File: config.mk
export PLATFORM = sky130hd
export DESIGN_NAME = regfile_wb_arbiter
export DESIGN_NICKNAME = d
export VERILOG_FILES = /design/src/rtl/regfile_wb_arbiter.sv
export SDC_FILE = /design/constraint.sdc
export NUM_CORES = 1
export LEC_CHECK = 0
export CORE_UTILIZATION = 39
export DETAILED_ROUTE_END_ITERATION = 8
export DONT_BUFFER_PORTS = 1
export GPL_TIMING_DRIVEN = 0
export SYNTH_ARGS = -nofsm -noshare
export SYNTH_HDL_FRONTEND = slang
export SYNTH_SLANG_ARGS = --single-unit
File: constraint.sdc
create_clock -name clk -period 3.4 [get_ports clk]
set_clock_uncertainty 0.05 [all_clocks]
set_input_delay 1.02 -clock clk [delete_from_list [all_inputs] [get_ports clk]]
set_output_delay 1.02 -clock clk [all_outputs]
set_load 0.02 [all_outputs]
File: src/rtl/regfile_wb_arbiter.sv
// Round-robin arbiter sharing the register-file write port among NUM_REQ writeback sources.
// Optional busy scoreboard for decode stalls, enabled by defining WB_SCOREBOARD_EN.
module regfile_wb_arbiter #(
  parameter int NUM_REQ = 3,
  parameter int XLEN    = 32,
  parameter int AW      = 5
) (
  input  logic                    clk,
  input  logic                    reset,
  input  logic                    hold,
  input  logic [NUM_REQ-1:0]      req_valid,
  output logic [NUM_REQ-1:0]      req_ready,
  input  logic [NUM_REQ*AW-1:0]   req_rd,
  input  logic [NUM_REQ*XLEN-1:0] req_data,
  output logic                    rf_reg_write,
  output logic [AW-1:0]           rf_rd,
  output logic [XLEN-1:0]         rf_datain,
  input  logic                    sb_set_valid,
  input  logic [AW-1:0]           sb_set_rd,
  input  logic [AW-1:0]           sb_rs1,
  input  logic [AW-1:0]           sb_rs2,
  output logic                    sb_busy_rs1,
  output logic                    sb_busy_rs2
);
  localparam int PW = $clog2(NUM_REQ);

  logic [PW-1:0]   ptr_q, ptr_d;
  logic            rf_reg_write_q, rf_reg_write_d;
  logic [AW-1:0]   rf_rd_q, rf_rd_d;
  logic [XLEN-1:0] rf_datain_q, rf_datain_d;

  logic            grant_vld;
  logic [PW-1:0]   grant_idx;
  logic [AW-1:0]   grant_rd;
  logic [XLEN-1:0] grant_data;

  // Scan from ptr upward with wrap; the first valid requester wins.
  always_comb begin
    logic [PW:0] idx;
    idx       = '0;
    grant_vld = 1'b0;
    grant_idx = '0;
    req_ready = '0;
    if (!reset && !hold) begin
      for (int k = 0; k < NUM_REQ; k++) begin
        idx = {1'b0, ptr_q} + (PW+1)'(k);
        if (idx >= (PW+1)'(NUM_REQ)) idx = idx - (PW+1)'(NUM_REQ);
        if (!grant_vld && req_valid[idx[PW-1:0]]) begin
          grant_vld = 1'b1;
          grant_idx = idx[PW-1:0];
        end
      end
      if (grant_vld) req_ready[grant_idx] = 1'b1;
    end
  end

  assign grant_rd   = req_rd[grant_idx*AW +: AW];
  assign grant_data = req_data[grant_idx*XLEN +: XLEN];

  always_comb begin
    ptr_d          = ptr_q;
    rf_reg_write_d = 1'b0;
    rf_rd_d        = rf_rd_q;
    rf_datain_d    = rf_datain_q;
    if (grant_vld) begin
      ptr_d          = (grant_idx == PW'(NUM_REQ-1)) ? '0 : grant_idx + PW'(1);
      // x0 transfers are consumed but never strobe the register file.
      rf_reg_write_d = (grant_rd != '0);
      rf_rd_d        = grant_rd;
      rf_datain_d    = grant_data;
    end
  end

  always_ff @(posedge clk) begin
    if (reset) begin
      ptr_q          <= '0;
      rf_reg_write_q <= 1'b0;
      rf_rd_q        <= '0;
      rf_datain_q    <= '0;
    end else begin
      ptr_q          <= ptr_d;
      rf_reg_write_q <= rf_reg_write_d;
      rf_rd_q        <= rf_rd_d;
      rf_datain_q    <= rf_datain_d;
    end
  end

  assign rf_reg_write = rf_reg_write_q;
  assign rf_rd        = rf_rd_q;
  assign rf_datain    = rf_datain_q;

`ifdef WB_SCOREBOARD_EN
  localparam int NREG = 1 << AW;
  logic [NREG-1:0] busy_q, busy_d;

  // Clear first so that a same-edge set of the same index wins.
  always_comb begin
    busy_d = busy_q;
    if (rf_reg_write_q) busy_d[rf_rd_q] = 1'b0;
    if (sb_set_valid && sb_set_rd != '0) busy_d[sb_set_rd] = 1'b1;
    busy_d[0] = 1'b0;
  end

  always_ff @(posedge clk) begin
    if (reset) busy_q <= '0;
    else       busy_q <= busy_d;
  end

  assign sb_busy_rs1 = busy_q[sb_rs1];
  assign sb_busy_rs2 = busy_q[sb_rs2];
`else
  logic unused_sb;
  assign unused_sb   = ^{sb_set_valid, sb_set_rd, sb_rs1, sb_rs2};
  assign sb_busy_rs1 = 1'b0;
  assign sb_busy_rs2 = 1'b0;
`endif

endmodule
Word level (Yosys, flattened, before mapping)
Index checks and enable logic that the tools add are counted.
{"block": "word_totals", "register_bits": 40}
{"block": "op_classes", "add_sub_neg": 6, "multipliers": 1, "n_lt_le_gt_ge": 8, "n_eq_ne": 1, "shift": 2, "n_mux": 29, "bitwise_logic": 1, "n_reduce_logical": 10}
{"op": "indexed part select 96 x 8 -> 32 bit", "count": 1}
{"op": "2-to-1 mux 2 bit", "count": 12}
{"op": "indexed part select 15 x 6 -> 5 bit", "count": 1}
{"op": "< comparator 2 x 3 -> 1 bit, second input constant", "count": 4}
{"op": "2-to-1 mux 1 bit", "count": 11}
{"op": "binary-select mux 1 bit (select 2 bit)", "count": 3}
{"op": "greater-or-equal comparator 3 x 2 -> 1 bit, second input constant", "count": 2}
{"op": "2-to-1 mux 3 bit", "count": 2}
{"op": "subtractor 2 bit, second input constant", "count": 3}
{"op": "multiplier 2 x 3 -> 5 bit, second input constant", "count": 1}
{"op": "nonzero test 5 bit", "count": 1}
{"op": "logical AND 1 bit", "count": 4}
{"op": "logical NOT 1 bit", "count": 4}
{"op": "adder 2 x 1 -> 3 bit, second input constant", "count": 1}
{"op": "adder 2 x 2 -> 3 bit, second input constant", "count": 1}
{"op": "adder 2 x 1 -> 2 bit, second input constant", "count": 1}
{"op": "demux 1 bit (select 2 bit)", "count": 1}
{"op": "== test 2 bit, second input constant", "count": 1}
{"op": "greater-or-equal comparator 2 x 1 -> 1 bit, second input constant", "count": 1}
{"op": "greater-or-equal comparator 2 bit, second input constant", "count": 1}
{"op": "OR reduction 2 bit", "count": 1}
{"op": "inverter 1 bit", "count": 1}

Longest topological paths before layout
Gate-level depths: netlist (run 1).
{"block": "logic_depth", "depth_word": 21, "depth_mapped": 12}

Least setup slack after synthesis (run 1)
No wires, ideal clock.
{"block": "synth_path", "path_type": "input -> output", "startpoint": "input port req_valid[0]", "endpoint": "output port req_ready[0]", "arrival_time_ns": 2.210, "setup_slack_ns": 0.120, "path_stages": 5, "n_path_buf": 0, "cell_sequence": "mux2_4 > or2_2 > a31oi_1 > nand2b_1 > nor2_1"}
{"block": "synth_via", "elab_chain_cells": 18, "elab_cells_between_ends": 27, "cone_classes": "order compare: 2; mux: 20; reduce/logical: 5"}
{"item": "start: declaration", "line": "11", "rtl": "input logic [NUM_REQ-1:0] req_valid,"}
{"item": "binary-select mux 1 bit (select 2 bit)", "line": "48", "rtl": "if (!grant_vld && req_valid[idx[PW-1:0]]) begin"}
{"item": "2-to-1 mux 1 bit (not written as such)", "line": "48"}
{"item": "2-to-1 mux 1 bit", "line": "48"}
{"item": "2-to-1 mux 1 bit", "line": "44", "rtl": "if (!reset && !hold) begin"}
{"item": "logical NOT 1 bit", "line": "48"}
{"item": "logical AND 1 bit", "line": "48"}
{"item": "2-to-1 mux 1 bit", "line": "48"}
{"item": "2-to-1 mux 1 bit", "line": "44"}
{"item": "[2 not listed]"}
{"item": "2-to-1 mux 2 bit", "line": "48"}
{"item": "2-to-1 mux 2 bit", "line": "44"}
{"item": "< comparator 2 x 3 -> 1 bit (not written as such) or greater-or-equal comparator 2 x 1 -> 1 bit (tied branches)", "line": "53", "rtl": "if (grant_vld) req_ready[grant_idx] = 1'b1;"}
{"item": "logical AND 1 bit (not written as such)", "line": "53"}
{"item": "2-to-1 mux 1 bit (not written as such)", "line": "53"}
{"item": "demux 1 bit (select 2 bit)", "line": "53"}
{"item": "2-to-1 mux 3 bit *", "line": "53"}
{"item": "2-to-1 mux 3 bit *", "line": "44"}
{"item": "end: declaration", "line": "12", "rtl": "output logic [NUM_REQ-1:0] req_ready,"}
Every way passes the cells marked *; elsewhere a longest branch is shown, timed or not. The select of a mux whose other input is x is not followed.

Worst setup path in the final report (run 1)
{"block": "layout_path", "startpoint": "input port req_valid[0]", "endpoint": "output port req_ready[2]"}
The elaborated chain is that of the path after synthesis.

==> summary.json, run 1 <==
{
  "final_common_cell": {"value": "sky130_fd_sc_hd__dfxtp_1"},
  "final_cell_mix": {"value": "40 x sky130_fd_sc_hd__dfxtp_1, 38 x sky130_fd_sc_hd__nor2_1, 33 x sky130_fd_sc_hd__mux2i_1"},
  "irDropWorstVdd": {"value": 0.214, "unit": "mV"},
  "cts-buffers-inserted": {"value": 5},
  "max_cap_violations": {"value": 0},
  "cp-start-kind": {"value": "primary input"},
  "io_pins": {"value": 176},
  "ys_seq_area_share": {"value": 32.5, "unit": "%"},
  "worstPathMaxFanout": {"value": 6},
  "num_antenna_cells": {"value": 0},
  "count_of_state_elements_after_synthesis": {"value": 40},
  "first_pass_iters": {"value": 4},
  "cts.hold.buffers_added": {"value": 0},
  "global_route.usage.total": {"value": 19.7, "unit": "%"},
  "stdcell_area": {"value": 2770, "unit": "sq um"},
  "routabilityCongestion": {"value": 0.825},
  "yosysUniqueCellTypes": {"value": 43},
  "placement.io_buffers": {"value": 0},
  "critical-path-max-stage-delay": {"value": 300, "unit": "ps"},
  "fin_total_pwr": {"value": 1.37, "unit": "mW"},
  "synthCells": {"value": 273},
  "critical-path-slowest-cell": {"value": "sky130_fd_sc_hd__or2_2"},
  "first_iter_violations": {"value": 47},
  "run_status": {"value": "finished clean"},
  "synth-edff-count": {"value": 0},
  "cp.arrival": {"value": 2240, "unit": "ps"},
  "avgRoutedWirePerCell": {"value": 19.3, "unit": "microns"},
  "placement.cell_area": {"value": 2560, "unit": "sq um"},
  "worst_slew_pin_slew": {"value": 719, "unit": "ps"},
  "global_route_wire_length_before_repair": {"value": 9820, "unit": "microns"},
  "fin_setup_tns": {"value": 0, "unit": "ps"},
  "areaGrowthSynthToFinish": {"value": 12.2, "unit": "%"},
  "worst-r2r-setup-slack": {"value": 650, "unit": "ps"},
  "vias": {"value": 2152},
  "cellPowerDensity": {"value": 495, "unit": "nW/um^2"},
  "power_leakage": {"value": 0.983, "unit": "nW"},
  "layout.filler_cells": {"value": 626},
  "drive_above_1_share": {"value": 16.0, "unit": "%"},
  "h-tree-depth": {"value": 2},
  "max_clock_freq": {"value": 302, "unit": "MHz"},
  "cts-root-to-sink-buffers": {"value": 2},
  "drt_drc_violations_left": {"value": 0},
  "netlist.top_cell.by_area": {"value": "sky130_fd_sc_hd__dfxtp_1"},
  "met1_usage": {"value": 22.4, "unit": "%"},
  "r2r_start": {"value": "ptr_q[1]"},
  "synth_area_per_cell": {"value": 9.03, "unit": "sq um"},
  "floorplan.die.height": {"value": 81.5, "unit": "microns"},
  "final-setup-viol-count": {"value": 0},
  "timing.critical_path.cells": {"value": "mux2_4 -> or2_2 -> a31o_2 -> nand2_2 -> clkinvlp_4"},
  "clockRootBuffer": {"value": "sky130_fd_sc_hd__clkbuf_8"},
  "fp.dieArea": {"value": 6650, "unit": "sq um"},
  "grt_remaining_overflow": {"value": 0},
  "final_max_slew_viol_count": {"value": 0},
  "timing_hold_violations_final": {"value": 0},
  "core_area": {"value": 6030, "unit": "sq um"},
  "cts.reportedPaths.clkPinSlew": {"value": 70, "unit": "ps"},
  "avgViaCountPerCell": {"value": 6.03},
  "detail_route.wirelength": {"value": 6900, "unit": "microns"},
  "grt_antenna_before_repair": {"value": 0},
  "clock_latency_late_sink": {"value": 290, "unit": "ps"},
  "ant_nets": {"value": 0},
  "count_of_synthesis_stage_warnings_from_yosys": {"value": 0},
  "post_synth_instance_area": {"value": 2470, "unit": "sq um"},
  "post-route-period-util": {"value": 97.4, "unit": "%"},
  "starting_density_of_the_core": {"value": 40.9, "unit": "%"},
  "grt_busiest_layer": {"value": "met2"},
  "grt_pass1_vias": {"value": 2000},
  "hp-start": {"value": "ptr_q[0]"},
  "final_nets": {"value": 418},
  "post_synth_main_area_contributors": {"value": "sky130_fd_sc_hd__dfxtp_1 32%, sky130_fd_sc_hd__mux2i_1 14%, sky130_fd_sc_hd__a31o_1 11%"},
  "worstSetupPathType": {"value": "primary input to primary output"},
  "cts_tree": {"value": "yes"},
  "largest_net_degree_at_the_start_of_global_routing": {"value": 13},
  "synth_largest_type_area_fraction": {"value": 32.5, "unit": "%"},
  "grt.met2_usage": {"value": 35.2, "unit": "%"},
  "worst_hold_path.num_cells": {"value": 2},
  "worst_setup_path_end_kind": {"value": "primary output"},
  "std_cell_rows": {"value": 28},
  "hold_class": {"value": "flop to flop"},
  "grt.met3_usage": {"value": 6.22, "unit": "%"},
  "slew_headroom": {"value": 51.5, "unit": "%"},
  "worstReg2RegEnd": {"value": "rf_datain[16]"},
  "synth_async_sr_flop_share": {"value": 0, "unit": "%"},
  "die_width": {"value": 81.5, "unit": "microns"},
  "cts.sink_count": {"value": 40},
  "timing.critical_path.from": {"value": "req_valid[0]"},
  "timing.hold.worst_endpoint": {"value": "ptr_q[0]"},
  "synth_ff_type": {"value": "sky130_fd_sc_hd__dfxtp_1"},
  "layout_min_cycle_time": {"value": 3310, "unit": "ps"},
  "timing.critical_path.required": {"value": 2330, "unit": "ps"},
  "hpwl": {"value": 5160, "unit": "microns"},
  "r2r.worst_path.cells": {"value": 10}
}
==> area by class of cell <==
class                   instances  area [sq um]  area share (%)
multi-input cells             202          1540            55.8
flip-flops and latches         40           801            28.9
plain buffers                  24           165            5.97
clock buffers                   7          96.3            3.48
well taps                      75          93.8            3.39
clock inverters                 1          30.0            1.08
inverters                       7          30.0            1.08
repair buffers                  1          7.51           0.271
==> critical path: cells and delay by family <==
family                 cells  cell delay [ps]
and+or+nand+nor            2              460
AOI/OAI and AO/OA          1              290
muxes                      1              270
buffers and inverters      1              200
==> cells in the mapped netlist, types with 2 or more instances <==
| master | number |
|---|---|
| sky130_fd_sc_hd__a211oi_1 | 32 |
| sky130_fd_sc_hd__a21oi_1 | 4 |
| sky130_fd_sc_hd__a31o_1 | 30 |
| sky130_fd_sc_hd__a31o_2 | 5 |
| sky130_fd_sc_hd__a31oi_1 | 2 |
| sky130_fd_sc_hd__a41oi_1 | 2 |
| sky130_fd_sc_hd__and3b_1 | 3 |
| sky130_fd_sc_hd__buf_12 | 3 |
| sky130_fd_sc_hd__buf_2 | 6 |
| sky130_fd_sc_hd__buf_4 | 3 |
| sky130_fd_sc_hd__clkbuf_1 | 12 |
| sky130_fd_sc_hd__dfxtp_1 | 40 |
| sky130_fd_sc_hd__ha_1 | 4 |
| sky130_fd_sc_hd__inv_1 | 6 |
| sky130_fd_sc_hd__mux2i_1 | 34 |
| sky130_fd_sc_hd__nand2_1 | 4 |
| sky130_fd_sc_hd__nand2b_1 | 4 |
| sky130_fd_sc_hd__nand3_1 | 5 |
| sky130_fd_sc_hd__nor2_1 | 40 |
| sky130_fd_sc_hd__nor2b_1 | 3 |
| sky130_fd_sc_hd__nor3b_1 | 3 |
| sky130_fd_sc_hd__o21a_1 | 2 |
| sky130_fd_sc_hd__o21ai_0 | 3 |
| sky130_fd_sc_hd__o21ba_2 | 2 |
| sky130_fd_sc_hd__o221ai_1 | 2 |
| sky130_fd_sc_hd__o22a_1 | 2 |
==> registers in the layout, summed over array words and instances (netlist names) <==
register and cells:
ptr_q 2, rf_reg_write 1, rf_rd 5, rf_datain 32
==> where the power goes <==
| group | internal [mW] | switching (mW) | total (mW) |
|---|---|---|---|
| Clock | 0.259 | 0.170 | 0.429 |
| Sequential | 0.525 | 0.106 | 0.631 |
| Combinational | 0.141 | 0.168 | 0.309 |
==> cells by family (layout without fill, tap and decap cells) <==
family,Yosys count,after routing,share of synthesized area [%]
AOI/OAI and AO/OA,94,94,30.3
and+or+nand+nor,67,67,12.7
DFF,40,40,32.5
muxes,35,35,14.4
buffers and inverters,32,40,7.91
adders and majority gates,4,4,2.03
other,1,2,0.152
==> stage by stage <==
stage	util [%]	hold WS, ps	instances	setup WS [ps]
finish	45.9	476	357	88.9
floorplan	-	410	274	120
detailed placement	42.5	430	349	-186
global route	45.9	523	357	-15.0
CTS	45.3	440	357	10.9
global placement	42.5	428	349	-213
==> metal layers <==
layer,vias to the layer above,part of all wire [%]
li1,1042,-
met1,999,41
met2,105,49
met3,6,8.2
met4,0,0.94
met5,-,0
==> worst max-delay path by stage <==
| stage | to | depth (start not counted) |
|---|---|---|
| after floorplan | req_ready[0] | 5 |
| after global placement | req_ready[0] | 6 |
| after detailed placement | req_ready[0] | 6 |
| after CTS | req_ready[0] | 7 |
| after global routing | req_ready[2] | 7 |
| final | req_ready[2] | 5 |
==> what timing repair did <==
item                       CTS  global route
setup endpoints to repair    2             3
resized for setup            8             8
pin swaps                    1             1
buffers inserted             1             0
No activity file was read; power rests on OpenSTA's default activity.
==> inputs of run 2 (changes only) <==
--- a/config.mk
+++ b/config.mk
@@ -5,6 +5,7 @@
 export SDC_FILE = /design/constraint.sdc
 export NUM_CORES = 1
 export LEC_CHECK = 0
+export ABC_CLOCK_PERIOD_IN_PS = 3400
 export CORE_UTILIZATION = 39
 export DETAILED_ROUTE_END_ITERATION = 8
 export DONT_BUFFER_PORTS = 1
==> results of run 2 <==
No change in the layout: final DEF, timing and power equal those of run 1.
